File: src/rtl/tmr32_pwm_seq.sv
// Duty-cycle sequencer for the 32-bit timer/PWM block.
// Steps through a table of (cmpx, cmpy, repeat) entries and drives the
// timer's compare values and enable. It advances on each timer period
// boundary, which it detects as the rising edge of timeout_flag.
module tmr32_pwm_seq #(
    parameter int DEPTH = 8,
    parameter int AW    = 3,
    parameter int RPTW  = 8
) (
    input  logic            clk,
    input  logic            rst,
    input  logic            cfg_we,
    input  logic [AW-1:0]   cfg_addr,
    input  logic [31:0]     cfg_cmpx,
    input  logic [31:0]     cfg_cmpy,
    input  logic [RPTW-1:0] cfg_rpt,
    input  logic [AW-1:0]   seq_last,
    input  logic            seq_loop,
    input  logic            start,
    input  logic            stop,
    input  logic            timeout_flag,
    output logic            tmr_en,
    output logic [31:0]     cmpx,
    output logic [31:0]     cmpy,
    output logic [AW-1:0]   seq_idx,
    output logic            busy,
    output logic            step_pulse,
    output logic            done
);

    typedef enum logic [1:0] {
        S_IDLE = 2'd0,
        S_ARM  = 2'd1,
        S_RUN  = 2'd2,
        S_DONE = 2'd3
    } state_t;

    // Sequence table (not reset; software loads it before use)
    logic [31:0]     r_tab_cmpx [DEPTH];
    logic [31:0]     r_tab_cmpy [DEPTH];
    logic [RPTW-1:0] r_tab_rpt  [DEPTH];

    state_t          r_state;
    logic            r_tf_q;
    logic [RPTW-1:0] r_rpt_cnt;
    logic            r_tmr_en;
    logic [31:0]     r_cmpx;
    logic [31:0]     r_cmpy;
    logic [AW-1:0]   r_seq_idx;
    logic            r_busy;
    logic            r_step_pulse;
    logic            r_done;

    logic            w_tf_rise;
    logic [AW-1:0]   w_next_idx;
    logic            w_at_last;

    assign w_tf_rise  = timeout_flag & ~r_tf_q;
    // The index wraps modulo DEPTH, because the width is AW bits.
    assign w_next_idx = r_seq_idx + {{(AW-1){1'b0}}, 1'b1};
    assign w_at_last  = (r_seq_idx == seq_last);

    assign tmr_en     = r_tmr_en;
    assign cmpx       = r_cmpx;
    assign cmpy       = r_cmpy;
    assign seq_idx    = r_seq_idx;
    assign busy       = r_busy;
    assign step_pulse = r_step_pulse;
    assign done       = r_done;

    // Table write port, usable in any state; the active outputs only pick up new data on reload
    always_ff @(posedge clk) begin
        if (cfg_we) begin
            r_tab_cmpx[cfg_addr] <= cfg_cmpx;
            r_tab_cmpy[cfg_addr] <= cfg_cmpy;
            r_tab_rpt[cfg_addr]  <= cfg_rpt;
        end
    end

    // Delayed copy of timeout_flag for rising-edge detection
    always_ff @(posedge clk) begin
        if (rst) begin
            r_tf_q <= 1'b0;
        end else begin
            r_tf_q <= timeout_flag;
        end
    end

    // Sequencer FSM with registered outputs
    always_ff @(posedge clk) begin
        if (rst) begin
            r_state      <= S_IDLE;
            r_rpt_cnt    <= {RPTW{1'b0}};
            r_tmr_en     <= 1'b0;
            r_cmpx       <= 32'd0;
            r_cmpy       <= 32'd0;
            r_seq_idx    <= {AW{1'b0}};
            r_busy       <= 1'b0;
            r_step_pulse <= 1'b0;
            r_done       <= 1'b0;
        end else begin
            r_step_pulse <= 1'b0;
            r_done       <= 1'b0;
            case (r_state)
                S_IDLE: begin
                    r_tmr_en <= 1'b0;
                    r_busy   <= 1'b0;
                    // stop has priority over start
                    if (start && !stop) begin
                        r_cmpx    <= r_tab_cmpx[0];
                        r_cmpy    <= r_tab_cmpy[0];
                        r_rpt_cnt <= r_tab_rpt[0];
                        r_seq_idx <= {AW{1'b0}};
                        r_busy    <= 1'b1;
                        r_state   <= S_ARM;
                    end
                end
                S_ARM: begin
                    // One cycle with the enable low, so the timer sees a clean 0->1 edge.
                    // Any flag edge seen in this cycle is dropped.
                    if (stop) begin
                        r_tmr_en <= 1'b0;
                        r_busy   <= 1'b0;
                        r_state  <= S_IDLE;
                    end else begin
                        r_tmr_en <= 1'b1;
                        r_state  <= S_RUN;
                    end
                end
                S_RUN: begin
                    if (stop) begin
                        r_tmr_en <= 1'b0;
                        r_busy   <= 1'b0;
                        r_state  <= S_IDLE;
                    end else if (w_tf_rise) begin
                        if (r_rpt_cnt != {RPTW{1'b0}}) begin
                            r_rpt_cnt <= r_rpt_cnt - {{(RPTW-1){1'b0}}, 1'b1};
                        end else if (!w_at_last) begin
                            r_seq_idx    <= w_next_idx;
                            r_cmpx       <= r_tab_cmpx[w_next_idx];
                            r_cmpy       <= r_tab_cmpy[w_next_idx];
                            r_rpt_cnt    <= r_tab_rpt[w_next_idx];
                            r_step_pulse <= 1'b1;
                        end else if (seq_loop) begin
                            r_seq_idx    <= {AW{1'b0}};
                            r_cmpx       <= r_tab_cmpx[0];
                            r_cmpy       <= r_tab_cmpy[0];
                            r_rpt_cnt    <= r_tab_rpt[0];
                            r_step_pulse <= 1'b1;
                        end else begin
                            // Natural end: the compare values hold their last setting
                            r_tmr_en <= 1'b0;
                            r_done   <= 1'b1;
                            r_state  <= S_DONE;
                        end
                    end else begin
                        r_tmr_en <= 1'b1;
                    end
                end
                S_DONE: begin
                    r_tmr_en <= 1'b0;
                    r_busy   <= 1'b0;
                    r_state  <= S_IDLE;
                end
                default: begin
                    r_tmr_en <= 1'b0;
                    r_busy   <= 1'b0;
                    r_state  <= S_IDLE;
                end
            endcase
        end
    end

endmodule

File: config.mk
export PLATFORM = sky130hd
export DESIGN_NAME = tmr32_pwm_seq
export DESIGN_NICKNAME = d
export VERILOG_FILES = /design/src/rtl/tmr32_pwm_seq.sv
export SDC_FILE = /design/constraint.sdc
export NUM_CORES = 1
export LEC_CHECK = 0
export ABC_AREA = 1
export BUFFER_PORTS_ARGS = -buffer_cell sky130_fd_sc_hd__buf_2
export CAP_MARGIN = 20
export CORE_MARGIN = 1
export CORE_UTILIZATION = 45
export DETAILED_ROUTE_END_ITERATION = 10
export PLACE_DENSITY = 0.71
export SYNTH_ARGS = -nofsm -noshare
export SYNTH_HDL_FRONTEND = slang
export SYNTH_SLANG_ARGS = --single-unit
File: constraint.sdc
create_clock -name clk -period 9.6 [get_ports clk]
set_clock_uncertainty 0.15 [all_clocks]
set_input_delay 0.48 -clock clk [delete_from_list [all_inputs] [get_ports clk]]
set_output_delay 0.48 -clock clk [all_outputs]
set_load 0.02 [all_outputs]
==> flow_results.org, run 1 <==
** Floorplanning
- The floorplan has 87 rows.
- Chip Height :: 242 um
- The die is between 200 and 250 um wide.
- Placeable Area :: 56700 um2
- Top-Level Pins :: 156
- Initial standard-cell utilization of the core :: 45.8%
- The die covers 58700 um2.

** Finish
- Total number of nets in the final design :: about 2300
- Area grow syn2layout :: 16.3%
- Filler cells :: 4645
- Proportion of layout cells with a drive suffix above 1 :: between 10% and 20%
- Summing all non-filler instances in the final layout gives an area of around 30000 um2.

** Clocking
- Number of buffers on the longest clock path :: 3
- The tree built by TritonCTS fans out to between 600 and 700 sinks.
- The clock tree synthesis step divided the H-tree into 2 levels.
- Buffers inserted during clock tree synthesis total 61.
- Clock Root Buffer :: sky130_fd_sc_hd__clkbuf_16
- Post-CTS Resized :: 0
- TritonCTS built the clock tree.
- The clock reaches the later pin of the worst-skew pair after 0.63 ns.
- Post-CTS Setup Inserts :: 0
- Clock-pin slew was measured on the worst setup and hold paths at 0.07 ns.

** Setup path
- Dominant delay contributor by cell family on the critical path :: buffers and inverters
- In this run the critical register-to-register path is launched from seq_idx[0].
- Along the worst path, the maximum fanout reaches between 90 and 100.
- Kind of critical path :: reg -> reg
- CP endpoint kind :: flip-flop
- Setup slack on the worst reg-to-reg path comes out at 4.53 ns.
- On the critical path, the stage with the largest delay is an instance of sky130_fd_sc_hd__dfxtp_4.
- For this run, the slowest stage of the critical path takes ~1.0 ns.
- Arrival @ worst endpoint :: 5.48 ns
- At the worst endpoint, the required time is 10.01 ns.
- Together, buffers and inverters on the worst path number 4.
- The critical path goes through buf_4, ha_4, clkinv_2, buf_4, buf_4, o21ai_0, o21ai_0, nand2_1, nand2_1, nand3_1, nand2_1, nor2_1, nor2_1.
- Worst Reg2Reg Path Length in Cells :: 13
- The worst register-to-register path ends at r_rpt_cnt[5].
- Tracing the worst setup path back leads to its startpoint at seq_idx[0].
- STA classifies the critical path startpoint as a flip-flop.

** Logic synthesis
- The Yosys step of the flow raised 0 warnings.
- A synthesized cell averages 12.5 um2.
- The synthesized design contains 576 enable-type register cells.
- In the synthesized netlist, the cells that appear most often are sky130_fd_sc_hd__edfxtp_1 (576), sky130_fd_sc_hd__nor2_1 (305), sky130_fd_sc_hd__o21ai_0 (303).
- Synthesized cell area :: 26000 um2
- After synthesis, the share of flip-flops with an asynchronous set or reset is 0%.
- Number of different library cells in the post-synthesis netlist :: 36
- By area the synthesized netlist is led by sky130_fd_sc_hd__edfxtp_1 (67%), sky130_fd_sc_hd__dfxtp_1 (6.3%), sky130_fd_sc_hd__o21ai_0 (5.8%).
- Leading cell type by number of instances after synthesis :: sky130_fd_sc_hd__edfxtp_1
- Sequential cells were found to cover 72.9% of the synthesized design area.
- In the synthesized netlist, the number of instances is 2070.
- sky130_fd_sc_hd__edfxtp_1 takes more of the synthesized area than any other cell.
- Synthesis produced a netlist with a net count of 2162.
- Among all flip-flop cells after synthesis, the most frequent one is sky130_fd_sc_hd__edfxtp_1.
- After synthesis the netlist holds a flip-flop and latch count of 658.
- Share of Yosys cell area claimed by the top area cell type :: between 60% and 70%

** STA
- Setup repair after global routing left no endpoint under its margin.
- Final period utilization :: roughly 53%
- Upper clock frequency limit :: slightly below 200 MHz
- Headroom to the max-slew limit came out at 26.2%.
- Final-report max-slew violation count :: 0
- Final Critical Period :: 5.07 ns
- Number of endpoints with negative hold slack in the final report :: 0
- Number of setup violations in the final report :: 0
- For the pin with the worst max-slew slack, the measured transition is 1.11 ns.
- Adding up every negative setup slack in the final design gives 0 ns.

** Pwr
- VDD sags by at most 0.215 mV.
- Clock Power Share :: 30.4%
- Switching share of power :: 34.0%
- Combinational power share :: 28.0%
- Leak pwr :: approximately 10 nW
- Sw Pwr :: 0.00281 W
- The completed layout was analyzed and its total power is between 0.008 and 0.009 W.
- Power density over the cells :: roughly 270 nW/um2
- Cell internal power was estimated by the tool at roughly 0.0055 W.
- Sequential cells account for 41.6% of the total power.

** Min path
- The path with the worst hold slack has its endpoint at busy.
- Hold Crit Class :: in -> reg
- Startpoint of the most critical hold path :: stop
- Min-Delay Path Depth :: 4

** Global routing
- Entering global routing, the biggest net connects 129 pins.
- Global Route Usage Sum :: 22.0%
- First-pass GRT wire length :: 100 mm
- For this run the aggregate overflow at the end of global routing stands at 0.
- The number of global-route vias before repair is 17200.
- The number of antenna violations at the first check in global routing is 7.

** Routing
- WL/cell :: ~21 um
- Total wire length after detailed routing :: 65.3 mm
- For this run, design rule violations remaining after detail routing come to 0.
- Number of routed nets with antenna violations :: 0
- DRC marker count from the first detailed-route iteration :: 1814
- Using the TritonRoute via totals, the vias-per-cell ratio works out to 5.75.
- Drt first pass iters :: 5
- Via count of the routed design :: 17600

** Placement
- The placed instances occupy a cell area of 27300 um2.
- The count of buffers added on input and output ports is roughly 160.
- After legalization and detailed placement, the total HPWL measured roughly 33 mm.
- Routability-driven placement finished with a final weighted congestion of 0.805.

** Flow run
- The tool flagged a number of max-cap violations equal to 0.

** Status
- The flow ran to the end, and the final reports show no timing, DRC or antenna violations.
## through the flow
step | util [%] | worst slack (ns) | cells | hold WS, ns
global route | 53.3 | 4.14 | 3055 | 0.0669
finish | 53.3 | 4.53 | 3057 | 0.0681
CTS | 53.1 | 4.55 | 3051 | 0.0352
detailed placement | 48.1 | 4.57 | 2862 | 0.315
global placement | 48.1 | 4.61 | 2861 | 0.305
floorplan | - | 5.32 | 2070 | 0.295
## worst max-delay path by stage
stage                       endpoint  cells after the start
finish                  r_rpt_cnt[5]                     13
global route            r_rpt_cnt[5]                     13
CTS                     r_rpt_cnt[5]                     13
detailed placement      r_rpt_cnt[5]                     13
global placement        r_rpt_cnt[5]                     13
floorplan           r_tab_cmpx[0][0]                      3
## worst register-to-register path: cells and delay by family (launching register included)
| kind | cells | cell delay, ns |
|---|---|---|
| flip-flops | 1 | 1.02 |
| AO/OA/AOI/OAI | 2 | 0.38 |
| adder cells (fa/ha/maj) | 1 | 0.48 |
| buffers and inverters | 4 | 2.56 |
| AND/OR/NAND/NOR | 6 | 0.43 |
## placed cells by master, fill, tap and decap left out, types with 2 or more instances in the layout
cell and n:
sky130_fd_sc_hd__edfxtp_1 576, sky130_fd_sc_hd__o21ai_0 303, sky130_fd_sc_hd__nor2_1 297, sky130_fd_sc_hd__buf_2 155
sky130_fd_sc_hd__nand2_1 148, sky130_fd_sc_hd__a21oi_1 147, sky130_fd_sc_hd__dfxtp_1 81, sky130_fd_sc_hd__dlygate4sd3_1 73
sky130_fd_sc_hd__o22ai_1 64, sky130_fd_sc_hd__o211ai_1 64, sky130_fd_sc_hd__o221ai_1 63, sky130_fd_sc_hd__clkbuf_16 62
sky130_fd_sc_hd__inv_1 51, sky130_fd_sc_hd__nand3_1 46, sky130_fd_sc_hd__o21ai_1 33, sky130_fd_sc_hd__buf_4 25
sky130_fd_sc_hd__clkbuf_1 15, sky130_fd_sc_hd__clkinv_2 12, sky130_fd_sc_hd__nor2_4 11, sky130_fd_sc_hd__bufinv_16 8
sky130_fd_sc_hd__clkbuf_8 8, sky130_fd_sc_hd__ha_1 6, sky130_fd_sc_hd__inv_2 5, sky130_fd_sc_hd__clkinv_1 5
sky130_fd_sc_hd__diode_2 4, sky130_fd_sc_hd__nor2_2 4, sky130_fd_sc_hd__xnor2_1 3, sky130_fd_sc_hd__a211oi_1 3
sky130_fd_sc_hd__clkinvlp_4 3, sky130_fd_sc_hd__inv_8 2, sky130_fd_sc_hd__nand2_2 2, sky130_fd_sc_hd__nand4_1 2
sky130_fd_sc_hd__inv_6 2, sky130_fd_sc_hd__buf_16 2
## registers in the layout, indices dropped and copies added (netlist names), 2 cells and up
name        flops
cmpy           32
r_tab_rpt      64
r_tab_cmpy    256
seq_idx         3
r_state         2
cmpx           32
r_tab_cmpx    256
r_rpt_cnt       8
## repair_timing
action | CTS | global route
hold buffers | 73 | 0
endpoints found under the hold margin | 577 | 0
setup endpoints to repair | 0 | 0
## kinds of logic after synthesis
| family | after synthesis | synth area share, % |
|---|---|---|
| flops | 658 | 72.9 |
| compound gates | 677 | 14.9 |
| simple gates | 518 | 8.05 |
| xor+xnor | 5 | 0.241 |
| buf+inv | 205 | 3.52 |
| fa+ha+maj | 7 | 0.337 |
## layout make-up
cell class	instances	area (um2)	area share, %
well taps	756	946	3.13
diodes	4	10.0	0.0331
repair buffers	256	1770	5.86
clock buffers	85	1720	5.69
multi-input cells	1207	6180	20.5
flip-flops and latches	658	18900	62.7
inverters	60	238	0.787
clock inverters	31	399	1.32
## metal layers
metal | track usage, % | routed length (um) | vias to the layer above
li1 | - | - | 8030
met1 | 29.9 | 27300 | 8668
met2 | 36.0 | 31400 | 786
met3 | 3.84 | 5250 | 101
met4 | 7.09 | 1290 | 8
met5 | 0 | 42 | -
## power by group through the flow
| stage | combinational [W] | sequential [W] | clock (W) |
|---|---|---|---|
| floorplan | 0.00154 | 0.00355 | 0 |
| global placement | 0.00221 | 0.00349 | 0 |
| detailed placement | 0.00226 | 0.00350 | 0 |
| CTS | 0.00230 | 0.00344 | 0.00254 |
| global route | 0.00256 | 0.00346 | 0.00265 |
| finish | 0.00232 | 0.00344 | 0.00251 |
(Power assumes the default switching activity.)
==> inputs of run 2 (changes only) <==
--- a/config.mk
+++ b/config.mk
@@ -11,7 +11,7 @@
 export CORE_MARGIN = 1
 export CORE_UTILIZATION = 45
 export DETAILED_ROUTE_END_ITERATION = 10
-export PLACE_DENSITY = 0.71
+export PLACE_DENSITY = 0.73
 export SYNTH_ARGS = -nofsm -noshare
 export SYNTH_HDL_FRONTEND = slang
 export SYNTH_SLANG_ARGS = --single-unit
==> constraint.sdc (replaced) <==
create_clock -name clk -period 4.3 [get_ports clk]
set_clock_uncertainty 0.15 [all_clocks]
set_input_delay 0.215 -clock clk [delete_from_list [all_inputs] [get_ports clk]]
set_output_delay 0.215 -clock clk [all_outputs]
set_load 0.02 [all_outputs]
==> flow_results.org, run 2 (synthesized netlist as in run 1, its figures left out) <==
** Setup path
- List of cells traversed by the critical path: inv_1, ha_1, inv_2, nor2_2, nand2_1, nand2_1, nand2_1, nor2_4, nand2_4, inv_4, buf_12, o21ai_0, a21oi_1 (was buf_4, ha_4, clkinv_2, buf_4, buf_4, o21ai_0, o21ai_0, nand2_1, nand2_1, nand3_1, nand2_1, nor2_1, nor2_1).
- The setup slack of the worst register-to-register path was 0.90 ns (was 4.53 ns).
- The library cell contributing the largest single delay on the critical path was sky130_fd_sc_hd__inv_4 (was sky130_fd_sc_hd__dfxtp_4).
- Start of the worst register-to-register path :: r_state[0] (was seq_idx[0])
- Required time at the endpoint of the critical path :: 4.67 ns (was 10.01 ns)
- Cell depth of the worst setup path :: 13 (unchanged)
- Cell repeated most along the worst path :: sky130_fd_sc_hd__nand2_1
- CP endpoint kind :: flip-flop (unchanged)
- The length in cells of the worst reg-to-reg path is 13 (unchanged).
- The termination of the worst setup path is cmpx[22] (was r_rpt_cnt[5]).
- Max stage delay on crit path :: 0.49 ns (was 1.02 ns)
- Dominant delay contributor by cell family on the critical path :: buffers and inverters (unchanged)
- Start point of the critical path :: r_state[0] (was seq_idx[0])
- Number of buffer and inverter instances along the worst setup path :: 4 (unchanged)
- Kind of start point of the critical path :: flip-flop (unchanged)
- The data arrival time of the critical path is 3.77 ns (was 5.48 ns).
- Kind of critical path :: reg -> reg (unchanged)
- The highest fanout seen on the critical path was 34 (was 93).
- The capture point of the worst reg-to-reg path is cmpx[22] (was r_rpt_cnt[5]).

** Flow run
- Maximum Capacitance Violations :: 0 (unchanged)

** Placement
- Placed wire-length estimate :: 33.6 mm (was 32.8 mm)
- Post-Place Cells :: 2865 (was 2862)
- # port buffers :: 155 (unchanged)
- Final weighted congestion in routability-driven placement :: 0.825 (was 0.805)
- Pre-CTS worst setup slack :: 1.01 ns (was 4.57 ns)

** STA
- Number of endpoints with negative hold slack in the final report :: 0 (unchanged)
- The transition time at the pin with the least slew margin was 1.46 ns (was 1.11 ns).
- The worst-case setup margin in the final layout is 0.896 ns (was 4.53 ns).
- Final-report max-slew violation count :: 0 (unchanged)
- Setup repair after global routing missed its margin: false (unchanged).
- Relative slew slack :: 2.54% (was 26.2%)
- Final period utilization :: 79.2% (was 52.8%)
- Upper clock frequency limit :: 294 MHz (was 197 MHz)
- The number of failing setup endpoints in the final timing report was 0 (unchanged).
- The final critical-path required period is 3.40 ns (was 5.07 ns).
- Setup tns final :: 0 ns (unchanged)

** Finish
- Total area of sequential cells :: 18900 um2 (unchanged)
- The share of the core filled with cells in the final layout was 53.7% (was 53.3%).
- Filler cells :: 4494 (was 4645)
- Total number of nets in the final design :: 2350 (was 2336)
- Top library cells by usage in the layout, fill and taps aside :: sky130_fd_sc_hd__edfxtp_1 (576), sky130_fd_sc_hd__o21ai_0 (303), sky130_fd_sc_hd__nor2_1 (297) (unchanged)
- Proportion of layout cells with a drive suffix above 1 :: 13.6% (about the same)
- Largest registers :: r_tab_cmpx x256, r_tab_cmpy x256, r_tab_rpt x64 (unchanged)
- Non-filler instance count after layout :: 3073 (was 3057)
- The combined area of the multi-input logic cells was 6180 um2 (unchanged).
- The most common cell after layout, fill and taps aside was sky130_fd_sc_hd__edfxtp_1 (unchanged).
- Area grow syn2layout :: 17.4% (was 16.3%)

** Min path
- The worst hold-check path type was in -> reg (unchanged).

** Pwr
- Leak pwr :: 10.5 nW (was 10.4 nW)
- The largest vdd supply drop was 0.431 mV (was 0.215 mV).
- Total Power :: 0.0188 W (was 0.00827 W)
- The power density over the cells came to 617 nW/um2 (was 274 nW/um2).

** Routing
- The residual antenna-violating net count after detailed routing was 0 (unchanged).
- Drt first pass iters :: 5 (unchanged)
- The final wirelength was 65.5 mm (was 65.3 mm).
- WL/cell :: 21.3 um (was 21.4 um)
- DRC marker count from the first detailed-route iteration :: 1850 (was 1814)
- The average vias per placed instance is 5.81 (was 5.75).
- The total number of vias came to 17900 (was 17600).
- Count of unresolved DRC violations after routing :: 0 (unchanged)

** Floorplanning
- Initial standard-cell utilization of the core :: 45.8% (unchanged)
- The width of the die is 242 um (unchanged).
- Chip Height :: 242 um (unchanged)
- The number of rows in the core area was 87 (unchanged).
- The floorplan die area came to 58700 um2 (unchanged).
- The count of pins on the block boundary was 156 (unchanged).
- Placeable Area :: 56700 um2 (unchanged)

** Clocking
- The library cell used as clock root buffer was sky130_fd_sc_hd__clkbuf_16 (unchanged).
- The number of buffers created by CTS is 67 (was 61).
- Sinks on Clock Net :: 658 (unchanged)
- CTS tree :: done (unchanged)
- The clock edge transition at the registers on the reported setup and hold paths is 0.07 ns (about the same).
- Post-CTS Resized :: 0 (unchanged)
- H-tree levels :: 3 (was 2)
- Number of buffers on the longest clock path :: 3 (unchanged)
- Clock latency on the worst-skew pair :: 0.60 ns (was 0.63 ns)

** Global routing
- Global Route Usage Sum :: 22.1% (was 22.0%)
- Total congestion overflow after global routing :: 0 (unchanged)
- Vias in the first global route :: 17800 (was 17200)
- The number of antenna violations at the first check in global routing came to 8 (was 7).
- First-pass GRT wire length :: 101 mm (was 100 mm)
- The maximum number of pins on one net before global-route repair was 251 (was 129).

** Status
- Result of the run: complete, no violations (unchanged).
==> run 2: cell count changes in the layout (fill, tap and decap cells not counted), moves of 3 or more <==
| cell | change |
|---|---|
| sky130_fd_sc_hd__buf_12 | +11 |
| sky130_fd_sc_hd__clkbuf_1 | +3 |
| sky130_fd_sc_hd__dlygate4sd3_1 | +7 |
| sky130_fd_sc_hd__clkinv_1 | +4 |
| sky130_fd_sc_hd__clkbuf_16 | +8 |
| sky130_fd_sc_hd__clkbuf_8 | -4 |
| sky130_fd_sc_hd__buf_4 | -8 |
==> run 2: per-layer routing <==
layer	wire [um]	GRT usage [%]	vias up
met5	41	0	-
met4	1910	9.77	6
met3	5570	4.24	150
met2	31500	35.9	876
met1	26400	29.0	8761
li1	-	-	8059
==> run 2: worst reg2reg max path, cell delays in order (launching register included) <==
cell                      delay, ns
sky130_fd_sc_hd__dfxtp_1       0.33
sky130_fd_sc_hd__inv_1         0.10
sky130_fd_sc_hd__ha_1          0.44
sky130_fd_sc_hd__inv_2         0.19
sky130_fd_sc_hd__nor2_2        0.18
sky130_fd_sc_hd__nand2_1       0.09
sky130_fd_sc_hd__nand2_1       0.08
sky130_fd_sc_hd__nand2_1       0.11
sky130_fd_sc_hd__nor2_4        0.15
sky130_fd_sc_hd__nand2_4       0.32
sky130_fd_sc_hd__inv_4         0.50
sky130_fd_sc_hd__buf_12        0.32
sky130_fd_sc_hd__o21ai_0       0.15
sky130_fd_sc_hd__a21oi_1       0.21
==> run 2: what timing repair did <==
action / 4_1_cts / 5_1_grt
setup buffers: 0 / 0
hold buffers: 80 / 0
endpoints found under the hold margin: 593 / 0
endpoints found under the setup margin: 0 / 0
==> run 2: final cells by class <==
type,instances,area share (%)
Timing Repair Buffer,264,6.38
Clock buffer,92,6.15
Tap cell,756,3.10
Multi-Input combinational cell,1207,20.3
Clock inverter,31,1.10
Inverter,60,0.780
Sequential cell,658,62.2
Antenna cell,5,0.0411
==> run 2: per-stage QoR <==
stage / instance area (um2) / hold slack [ns]
floorplan: 26000 / 0.143
global placement: 27500 / 0.281
detailed placement: 27500 / 0.305
CTS: 30500 / 0.0693
global route: 30500 / 0.107
finish: 30500 / 0.108
==> run 2: power by group <==
part,switching (W),internal [W]
registers,0.000299,0.00738
logic,0.00371,0.00160
clock network,0.00239,0.00343
total,0.00640,0.0124
==> run 2: worst min-delay path by stage <==
stage               slack, ns    startpoint               end  depth (start not counted)
finish                   0.11   seq_last[1]              done                          6
global route             0.11   cfg_addr[1]  r_tab_cmpx[2][1]                          3
CTS                      0.07   seq_last[1]              done                          6
detailed placement       0.31  r_rpt_cnt[0]      r_rpt_cnt[0]                          2
global placement         0.28  timeout_flag            r_tf_q                          3
floorplan                0.14           rst        seq_idx[0]                          1
